--- src/rtl/mem_arbiter_if.sv ---
// Signal bundle between the fetch/memory stages, the byte-bus arbiter and the RAM/IO pins.
// The arbiter uses the slave modport; the driving environment uses master.
interface mem_arbiter_if;
  logic        rdy;
  logic        d_r_req;
  logic        d_w_req;
  logic [31:0] d_addr;
  logic [31:0] d_wdata;
  logic [1:0]  d_len;
  logic        if_req;
  logic [31:0] if_pc;
  logic        if_abort;
  logic        io_buffer_full;
  logic [7:0]  mem_din;
  logic        d_done;
  logic [31:0] d_rdata;
  logic        if_ok;
  logic [31:0] if_inst;
  logic [31:0] if_inst_pc;
  logic [7:0]  mem_dout;
  logic [31:0] mem_a;
  logic        mem_wr;
  logic        busy;

  modport slave (
    input  rdy, d_r_req, d_w_req, d_addr, d_wdata, d_len,
           if_req, if_pc, if_abort, io_buffer_full, mem_din,
    output d_done, d_rdata, if_ok, if_inst, if_inst_pc,
           mem_dout, mem_a, mem_wr, busy
  );

  modport master (
    output rdy, d_r_req, d_w_req, d_addr, d_wdata, d_len,
           if_req, if_pc, if_abort, io_buffer_full, mem_din,
    input  d_done, d_rdata, if_ok, if_inst, if_inst_pc,
           mem_dout, mem_a, mem_wr, busy
  );
endinterface

--- src/rtl/mem_arbiter.sv ---
// Arbiter/sequencer for the byte-wide RAM/IO bus: splits fetch and data accesses into
// byte transfers, absorbs the one-cycle read latency and throttles IO writes on UART full.
//
// state     | meaning
// ----------+----------------------------------------------------------
// S_IDLE    | bus idle, arbitrating (data write > data read > fetch)
// S_IF_RD   | instruction fetch, 4 byte reads, abortable
// S_D_RD    | data load, 1/2/4 byte reads
// S_D_WR    | data store, one byte written this cycle
// S_IO_WAIT | IO store gap/hold: mem_wr low until the UART buffer has room
module mem_arbiter #(
  parameter logic [1:0] IO_HI = 2'b11
) (
  input  logic          clk,
  input  logic          rst,
  mem_arbiter_if.slave  bus
);

  typedef enum logic [2:0] {
    S_IDLE,
    S_IF_RD,
    S_D_RD,
    S_D_WR,
    S_IO_WAIT
  } state_t;

  state_t      state_q, state_d;
  logic [2:0]  cnt_q, cnt_d;
  logic [2:0]  n_q, n_d;
  logic        io_q, io_d;
  logic [31:0] pc_q, pc_d;
  logic [31:0] wdata_q, wdata_d;
  logic [31:0] buf_q, buf_d;
  logic [31:0] mem_a_q, mem_a_d;
  logic [7:0]  mem_dout_q, mem_dout_d;
  logic        wr_q, wr_d;
  logic [31:0] d_rdata_q, d_rdata_d;
  logic [31:0] if_inst_q, if_inst_d;
  logic [31:0] if_inst_pc_q, if_inst_pc_d;
  logic        d_done_q, d_done_d;
  logic        if_ok_q, if_ok_d;

  logic [31:0] rd_word;
  logic [2:0]  cnt_inc;
  logic        req_io;

  // d_len=10 is not a legal size; it is treated as a word.
  function automatic logic [2:0] len_to_n(input logic [1:0] len);
    case (len)
      2'b00:   return 3'd1;
      2'b01:   return 3'd2;
      default: return 3'd4;
    endcase
  endfunction

  function automatic logic [7:0] byte_of(input logic [31:0] w, input logic [1:0] idx);
    case (idx)
      2'd0:    return w[7:0];
      2'd1:    return w[15:8];
      2'd2:    return w[23:16];
      default: return w[31:24];
    endcase
  endfunction

  assign cnt_inc = cnt_q + 3'd1;
  assign req_io  = (bus.d_addr[17:16] == IO_HI);

  // mem_din carries the byte addressed one cycle earlier, i.e. byte cnt_q-1.
  always_comb begin
    rd_word = buf_q;
    case (cnt_q)
      3'd1:    rd_word[7:0]   = bus.mem_din;
      3'd2:    rd_word[15:8]  = bus.mem_din;
      3'd3:    rd_word[23:16] = bus.mem_din;
      3'd4:    rd_word[31:24] = bus.mem_din;
      default: ;
    endcase
  end

  always_comb begin
    state_d      = state_q;
    cnt_d        = cnt_q;
    n_d          = n_q;
    io_d         = io_q;
    pc_d         = pc_q;
    wdata_d      = wdata_q;
    buf_d        = buf_q;
    mem_a_d      = mem_a_q;
    mem_dout_d   = mem_dout_q;
    wr_d         = 1'b0;
    d_rdata_d    = d_rdata_q;
    if_inst_d    = if_inst_q;
    if_inst_pc_d = if_inst_pc_q;
    d_done_d     = 1'b0;
    if_ok_d      = 1'b0;

    case (state_q)
      S_IDLE: begin
        // A request still high during its own done cycle must not be reissued.
        if (!d_done_q && !if_ok_q) begin
          if (bus.d_w_req) begin
            n_d     = len_to_n(bus.d_len);
            io_d    = req_io;
            wdata_d = bus.d_wdata;
            mem_a_d = bus.d_addr;
            cnt_d   = 3'd0;
            if (req_io && bus.io_buffer_full) begin
              state_d = S_IO_WAIT;
            end else begin
              state_d    = S_D_WR;
              wr_d       = 1'b1;
              mem_dout_d = bus.d_wdata[7:0];
            end
          end else if (bus.d_r_req) begin
            n_d     = len_to_n(bus.d_len);
            io_d    = 1'b0;
            mem_a_d = bus.d_addr;
            cnt_d   = 3'd0;
            buf_d   = 32'd0;
            state_d = S_D_RD;
          end else if (bus.if_req && !bus.if_abort) begin
            n_d     = 3'd4;
            io_d    = 1'b0;
            mem_a_d = bus.if_pc;
            pc_d    = bus.if_pc;
            cnt_d   = 3'd0;
            buf_d   = 32'd0;
            state_d = S_IF_RD;
          end
        end
      end

      S_IF_RD, S_D_RD: begin
        if (state_q == S_IF_RD && bus.if_abort) begin
          state_d = S_IDLE;
        end else begin
          if (cnt_q != 3'd0) buf_d = rd_word;
          if (cnt_q == n_q) begin
            state_d = S_IDLE;
            if (state_q == S_IF_RD) begin
              if_ok_d      = 1'b1;
              if_inst_d    = rd_word;
              if_inst_pc_d = pc_q;
            end else begin
              d_done_d  = 1'b1;
              d_rdata_d = rd_word;
            end
          end else begin
            cnt_d = cnt_inc;
            if (cnt_inc != n_q) mem_a_d = mem_a_q + 32'd1;
          end
        end
      end

      S_D_WR: begin
        if (cnt_inc == n_q) begin
          state_d  = S_IDLE;
          d_done_d = 1'b1;
        end else begin
          cnt_d   = cnt_inc;
          mem_a_d = mem_a_q + 32'd1;
          // IO bytes are separated by a gap so the full flag can catch up.
          if (io_q) begin
            state_d = S_IO_WAIT;
          end else begin
            wr_d       = 1'b1;
            mem_dout_d = byte_of(wdata_q, cnt_inc[1:0]);
          end
        end
      end

      S_IO_WAIT: begin
        if (!bus.io_buffer_full) begin
          state_d    = S_D_WR;
          wr_d       = 1'b1;
          mem_dout_d = byte_of(wdata_q, cnt_q[1:0]);
        end
      end

      default: state_d = S_IDLE;
    endcase
  end

  always_ff @(posedge clk or posedge rst) begin
    if (rst) begin
      state_q      <= S_IDLE;
      cnt_q        <= 3'd0;
      n_q          <= 3'd0;
      io_q         <= 1'b0;
      pc_q         <= 32'd0;
      wdata_q      <= 32'd0;
      buf_q        <= 32'd0;
      mem_a_q      <= 32'd0;
      mem_dout_q   <= 8'd0;
      wr_q         <= 1'b0;
      d_rdata_q    <= 32'd0;
      if_inst_q    <= 32'd0;
      if_inst_pc_q <= 32'd0;
      d_done_q     <= 1'b0;
      if_ok_q      <= 1'b0;
    end else if (bus.rdy) begin
      state_q      <= state_d;
      cnt_q        <= cnt_d;
      n_q          <= n_d;
      io_q         <= io_d;
      pc_q         <= pc_d;
      wdata_q      <= wdata_d;
      buf_q        <= buf_d;
      mem_a_q      <= mem_a_d;
      mem_dout_q   <= mem_dout_d;
      wr_q         <= wr_d;
      d_rdata_q    <= d_rdata_d;
      if_inst_q    <= if_inst_d;
      if_inst_pc_q <= if_inst_pc_d;
      d_done_q     <= d_done_d;
      if_ok_q      <= if_ok_d;
    end
  end

  assign bus.d_done     = d_done_q;
  assign bus.d_rdata    = d_rdata_q;
  assign bus.if_ok      = if_ok_q;
  assign bus.if_inst    = if_inst_q;
  assign bus.if_inst_pc = if_inst_pc_q;
  assign bus.mem_a      = mem_a_q;
  assign bus.mem_dout   = mem_dout_q;
  // Gating with rdy keeps a paused write from landing twice.
  assign bus.mem_wr     = wr_q & bus.rdy;
  assign bus.busy       = (state_q != S_IDLE);

endmodule

--- src/flat_wrapper.sv ---
// flat-port wrapper written by rule: the top's interface ports become plain ports
module mem_arbiter_flat 
#(
  parameter logic [1:0] IO_HI = 2'b11
)
  (clk, rst, bus_rdy, bus_d_r_req, bus_d_w_req, bus_d_addr, bus_d_wdata, bus_d_len, bus_if_req, bus_if_pc, bus_if_abort, bus_io_buffer_full, bus_mem_din, bus_d_done, bus_d_rdata, bus_if_ok, bus_if_inst, bus_if_inst_pc, bus_mem_dout, bus_mem_a, bus_mem_wr, bus_busy);
  mem_arbiter_if bus_i ();
  input  logic clk;
  input  logic rst;
  input wire logic [$bits(bus_i.rdy)-1:0] bus_rdy;
  input wire logic [$bits(bus_i.d_r_req)-1:0] bus_d_r_req;
  input wire logic [$bits(bus_i.d_w_req)-1:0] bus_d_w_req;
  input wire logic [$bits(bus_i.d_addr)-1:0] bus_d_addr;
  input wire logic [$bits(bus_i.d_wdata)-1:0] bus_d_wdata;
  input wire logic [$bits(bus_i.d_len)-1:0] bus_d_len;
  input wire logic [$bits(bus_i.if_req)-1:0] bus_if_req;
  input wire logic [$bits(bus_i.if_pc)-1:0] bus_if_pc;
  input wire logic [$bits(bus_i.if_abort)-1:0] bus_if_abort;
  input wire logic [$bits(bus_i.io_buffer_full)-1:0] bus_io_buffer_full;
  input wire logic [$bits(bus_i.mem_din)-1:0] bus_mem_din;
  output wire logic [$bits(bus_i.d_done)-1:0] bus_d_done;
  output wire logic [$bits(bus_i.d_rdata)-1:0] bus_d_rdata;
  output wire logic [$bits(bus_i.if_ok)-1:0] bus_if_ok;
  output wire logic [$bits(bus_i.if_inst)-1:0] bus_if_inst;
  output wire logic [$bits(bus_i.if_inst_pc)-1:0] bus_if_inst_pc;
  output wire logic [$bits(bus_i.mem_dout)-1:0] bus_mem_dout;
  output wire logic [$bits(bus_i.mem_a)-1:0] bus_mem_a;
  output wire logic [$bits(bus_i.mem_wr)-1:0] bus_mem_wr;
  output wire logic [$bits(bus_i.busy)-1:0] bus_busy;
  assign bus_i.rdy = bus_rdy;
  assign bus_i.d_r_req = bus_d_r_req;
  assign bus_i.d_w_req = bus_d_w_req;
  assign bus_i.d_addr = bus_d_addr;
  assign bus_i.d_wdata = bus_d_wdata;
  assign bus_i.d_len = bus_d_len;
  assign bus_i.if_req = bus_if_req;
  assign bus_i.if_pc = bus_if_pc;
  assign bus_i.if_abort = bus_if_abort;
  assign bus_i.io_buffer_full = bus_io_buffer_full;
  assign bus_i.mem_din = bus_mem_din;
  assign bus_d_done = bus_i.d_done;
  assign bus_d_rdata = bus_i.d_rdata;
  assign bus_if_ok = bus_i.if_ok;
  assign bus_if_inst = bus_i.if_inst;
  assign bus_if_inst_pc = bus_i.if_inst_pc;
  assign bus_mem_dout = bus_i.mem_dout;
  assign bus_mem_a = bus_i.mem_a;
  assign bus_mem_wr = bus_i.mem_wr;
  assign bus_busy = bus_i.busy;
  mem_arbiter #(.IO_HI(IO_HI)) u_core (.clk(clk), .rst(rst), .bus(bus_i));
endmodule
--- config.mk ---
export PLATFORM = sky130hd
export DESIGN_NAME = mem_arbiter_flat
export DESIGN_NICKNAME = d
export VERILOG_FILES = /design/src/rtl/mem_arbiter_if.sv /design/src/rtl/mem_arbiter.sv /design/src/flat_wrapper.sv
export SDC_FILE = /design/constraint.sdc
export NUM_CORES = 1
export LEC_CHECK = 0
export CAP_MARGIN = 20
export CORE_AREA = 2 2 149 151
export DETAILED_ROUTE_END_ITERATION = 10
export DIE_AREA = 0 0 151 153
export PLACE_DENSITY_LB_ADDON = 0.12
export RECOVER_POWER = 50
export SKIP_LAST_GASP = 1
export SLEW_MARGIN = 25
export SYNTH_ARGS = -nofsm -noshare
export SYNTH_HDL_FRONTEND = slang
export SYNTH_SLANG_ARGS = --single-unit
export TNS_END_PERCENT = 100
--- constraint.sdc ---
create_clock -name clk -period 19.06 [get_ports clk]
set_input_delay 2.859 -clock clk [delete_from_list [all_inputs] [get_ports clk]]
set_output_delay 2.859 -clock clk [all_outputs]
set_load 0.05 [all_outputs]
Word-level counts from Yosys, hierarchy flattened --
Cells that the tools add are included.
Storage, ports and cells: flip-flop bits (word level) 245, input bits 114, output and inout port bits 140, word-level logic and storage cells 153
Cells by class: add/sub/neg operators 2, equal/unequal tests 32, mux-type cells 71, bitwise logic cells 5, reductions and logical operators 28
Operator list (count):
- 32-bit two-way mux | 14
- 32-bit case mux with 3 select lines | 1
- 8-bit two-way mux | 10
- 8-bit case mux with 3 select lines | 3
- 32-bit case mux with 2 select lines | 1
- 3-bit two-way mux | 20
- 32-bit by 1-bit adder with 32-bit output (second input constant) | 1
- 1-bit two-way mux | 17
- 2-bit != test (second input constant) | 8
- 8-bit AND reduction | 2
- 3-bit nonzero test | 5
- 7-bit AND reduction | 2
- 3-bit by 2-bit equality test with 1-bit output (second input constant) | 4
- 3-bit case mux with 4 select lines | 1
- 6-bit AND reduction | 2
- 5-bit AND reduction | 2
- 3-bit case mux with 3 select lines | 1
- 4-bit AND reduction | 2
- 2-bit by 1-bit equality test with 1-bit output (second input constant) | 3
- 2-bit equality test (second input constant) | 3
- 3-bit by 1-bit equality test with 1-bit output (second input constant) | 2
- 3-bit equality test | 2
- 3-bit equality test (second input constant) | 2
- 2-bit zero test | 3
- other kinds (16) | 27

Logic depth before layout (Yosys ltp) --
depth in word-level cells 7, gate-level depth with buffers 9, gate-level depth less buffers 7

Worst setup path after synthesis --
Ideal clock, no wire load.
path kind input -> output, from in bus_rdy, to out bus_mem_wr, arrival time 3.451 ns, data required time 16.201 ns, setup slack 12.750 ns, stages on the path 2, path buffers 1, cells stage by stage buf_2 and2_1
On the way: word-level cells in the longest chain between the ends 1
Ends and longest elaborated chain:
- from (decl) | line flat_wrapper.sv:10 | input wire logic [$bits(bus_i.rdy)-1:0] bus_rdy;
- 1-bit AND | line mem_arbiter.sv:228 | assign bus.mem_wr = wr_q & bus.rdy;
- to (decl) | line flat_wrapper.sv:28 | output wire logic [$bits(bus_i.mem_wr)-1:0] bus_mem_wr;
Every way passes these cells.

==> summary.md <==
| Metric | Value |
|---|---|
| Main combinational cell family by area after synthesis | multiplexers |
| Total CTS buffers | 26 |
| Min Tclk post-route | 9.34 ns |
| Util after Layout | 70.3% |
| Row cnt | 54 |
| Unrepaired setup endpoints after global routing | no |
| Clk slew on worst S/H paths | 0.06 ns |
| Via density | 5.97 |
| Post-Syn Nets | 1,186 |
| Sequential area share after synthesis | 53.0% |
| # DRC | 0 |
| Post-synthesis average cell area | 10.9 um^2 |
| Max VDD drop | 95.6 uV |
| Synthesized area | 0.0116 mm^2 |
| Final worst path period share | 49.0% |
| Power per cell area | 187 mW/mm^2 |
| Routed WL per cell | 19.9 um |
| Status | finished, violations left |
| Kind of end point of the critical path | asynchronous set/reset pin |
| Violated checks | max-capacitance violations, max-slew violations |
| F_max | 0.107 GHz |
| Synth warn | 0 |
| Count of hold-fix buffers inserted at cts | 0 |
| Post-cts sizing count | 0 |
| Layout cells sized above 1 | 13.5% |
| Synthesized instance count | 1,064 |
| First-pass GRT wire length | 50,600 um |
| Final cell count without fillers | 1,579 |
| DRT Wirelength | 31,500 um |
| Worst clock skew | 0.0183 ns |
| Final GP Congestion | 0.891 |
| Adder-Cell Fraction of Synth Area | 0.864% |
| Placed Instances | 1,532 |
| Clock network latency to the later pin of the worst-skew pair | 0.54 ns |
| Worst Hold Class | flip-flop to flip-flop |
| Tot GR Track Use | 27.3% |
| Max Root-Sink Buffers | 3 |
| Max-slew violations | 317 |
| Filler cells | 1,620 |
| Num ports | 254 |
| Critical path required time | 19.62 ns |
| Async set-reset flop share out of synthesis | 100% |
| Mux cell area share after synthesis | 15.5% |
| Total vias in the final route | 9,423 |
| Post-synth EDFFs | 0 |
| Post-DP HPWL | 21,200 um |
| Antenna Nets Post-Route | 0 |
| Largest net degree at the start of global routing | 109 |
| Area contributors post-synth | dfrtp_1, mux2_2, nand2_1, mux2i_1, o21ai_0 |
| Final setup TNS | 0 ns |
| Post-Synth XOR/XNOR Area | 0.378% |
| WS Path Type | input pin to asynchronous set/reset pin |
| DR pass1 iterations | 6 |
| Die X-Extent | 151 um |
| Ant diodes | 0 |
| Hold_ws | 0.469 ns |
| Initial antenna violation count | 0 |
| Relative slew slack | -230% |
| Yosys reg bits | 245 |
| Simple-Gate Fraction of Synth Area | 11.7% |
| Grt total ovfl | 0 |
| Core ar. | 0.0215 mm^2 |
| Clk Tree Root Cell | clkbuf_16 |
| Setup bufs post-CTS | 0 |
| Lkg Pwr | 6.75 nW |
| Final Hold Fails | 0 |
| H-tree depth | 1 |
| Setup Viol. Count Final | 0 |
| Top cell type by total area after synthesis | dfrtp_1 |
| Vias in the first global route | 9,308 |
| Clk sinks | 245 |
| Initial core utilization | 53.9% |
| CP arrival | 9.90 ns |
| CTS tree | done |
| CP max FO | 108 |
| I/O Buffers | 253 |
| Die ar. | 0.0231 mm^2 |
| Ys flop type | dfrtp_1 |
| Die Y | 153 um |
| Netlist cell types | 65 |
| Final #Nets | 1,402 |
| Max-Cap Viols | 5 |
| Startpoint types | input pin |
| Syn-to-layout area delta | 30.4% |
| Synth top area share | 53.0% |
| Compound-Gate Fraction of Synth Area | 15.2% |
| Initial DRC count | 769 |
| Worst-Margin Slew | 4.92 ns |
report_power, final:
part           switching (mW)  internal [mW]  total [mW]
logic                   0.875          0.516        1.39
clock network           0.210          0.319       0.529
registers               0.169          0.739       0.908
total                    1.25           1.57        2.83
placed cells by master, fill, tap and decap left out, drive strengths merged, types with 12 or more instances in the layout:
| cell type | netlist | final |
|---|---|---|
| dfrtp | 245 | 245 |
| clkdlybuf4s50 | 0 | 207 |
| nand2 | 156 | 156 |
| mux2 | 110 | 110 |
| o21ai | 89 | 89 |
| mux2i | 55 | 55 |
| dlygate4sd3 | 0 | 46 |
| clkbuf | 31 | 40 |
| nor2 | 37 | 37 |
| a22o | 34 | 34 |
| nand3 | 24 | 24 |
| nor3 | 20 | 20 |
| inv | 20 | 19 |
| a21oi | 17 | 17 |
| a222oi | 16 | 16 |
| a31oi | 14 | 14 |
| o31ai | 13 | 13 |
| nand4 | 12 | 12 |
| nor4 | 12 | 12 |
cells by family (layout without fill, tap and decap cells):
family,count (synthesis),after routing
and+or+nand+nor,295,295
AOI/OAI and AO/OA,249,249
DFF,245,245
muxes,165,165
buffers and inverters,97,332
adders and majority gates,8,8
xor gates and xnor gates,5,5
Yosys cell counts, types with 4 or more instances:
cell type  count
a222oi_1      16
nand4_1       11
nor3_1        20
inv_1         20
a21oi_1       17
nor2_1        36
a22o_1        34
o22a_1         7
o31ai_1       12
o21ai_0       86
mux2i_1       55
xnor2_1        4
nor2b_1        5
and2_1         4
a22oi_1       11
a2bb2oi_1     11
nand2b_1       4
nand2_1      156
buf_1         19
nand3_1       24
dfrtp_1      245
a211oi_1       5
buf_2         25
clkbuf_1      31
a31oi_1       14
nor4_1        10
and3_1         4
ha_1           8
mux2_2       110
final timing paths:
kind / start / end / slack (ns) / cells past startpoint
setup reg to reg: u_core.cnt_q[0] / u_core.bus.d_rdata[25] / 15.54 / 5
setup / recovery: rst / u_core.wdata_q[16] / 9.72 / 4
hold reg to reg: u_core.bus.d_rdata[28] / u_core.bus.d_rdata[28] / 0.47 / 2
hold / removal: u_core.bus.d_rdata[28] / u_core.bus.d_rdata[28] / 0.47 / 2
min in group asynchronous: rst / u_core.bus.if_inst_pc[2] / 4.27 / 2
max in group clk: bus_rdy / bus_mem_wr / 11.62 / 3
per-layer routing:
layer / up-vias / part of all wire (%) / track usage, %
met5: - / 0 / 0
met2: 340 / 46 / 42.2
met4: 0 / 2.6 / 8.23
met1: 4688 / 45 / 40.1
li1: 4337 / - / -
met3: 58 / 6.3 / 4.27
registers in the layout, summed over array words and instances (netlist names):
signal / count
u_core.n_q: 3
u_core.bus.d_done: 1
u_core.bus.if_inst: 32
u_core.bus.mem_dout: 8
u_core.buf_q: 32
u_core.cnt_q: 3
u_core.bus.if_inst_pc: 32
u_core.state_q: 3
u_core.bus.mem_a: 32
u_core.wr_q: 1
u_core.wdata_q: 32
u_core.pc_q: 32
u_core.io_q: 1
u_core.bus.if_ok: 1
u_core.bus.d_rdata: 32
cell type report:
class                   instances  area (um^2)  area share (%)
well taps                     280          350            2.32
flip-flops and latches        245         6130            40.6
clock buffers                  37          762            5.05
multi-input cells             722         5020            33.3
clock inverters                10          148           0.978
inverters                      20         76.3           0.505
repair buffers                265         2610            17.3
per-stage QoR:
step	setup WS (ns)	area, um^2	total power [mW]
floorplan	9.47	11600	1.87
global placement	11.68	14300	2.28
detailed placement	11.68	14300	2.32
CTS	11.67	15200	2.86
global route	8.33	15100	2.98
finish	9.72	15100	2.83
critical path, cell delays in order:
cell and delay, ns:
dlygate4sd3_1 0.55, clkinvlp_2 2.70, clkbuf_1 2.69, buf_4 0.98
Power figures use the tool's default switching activity.
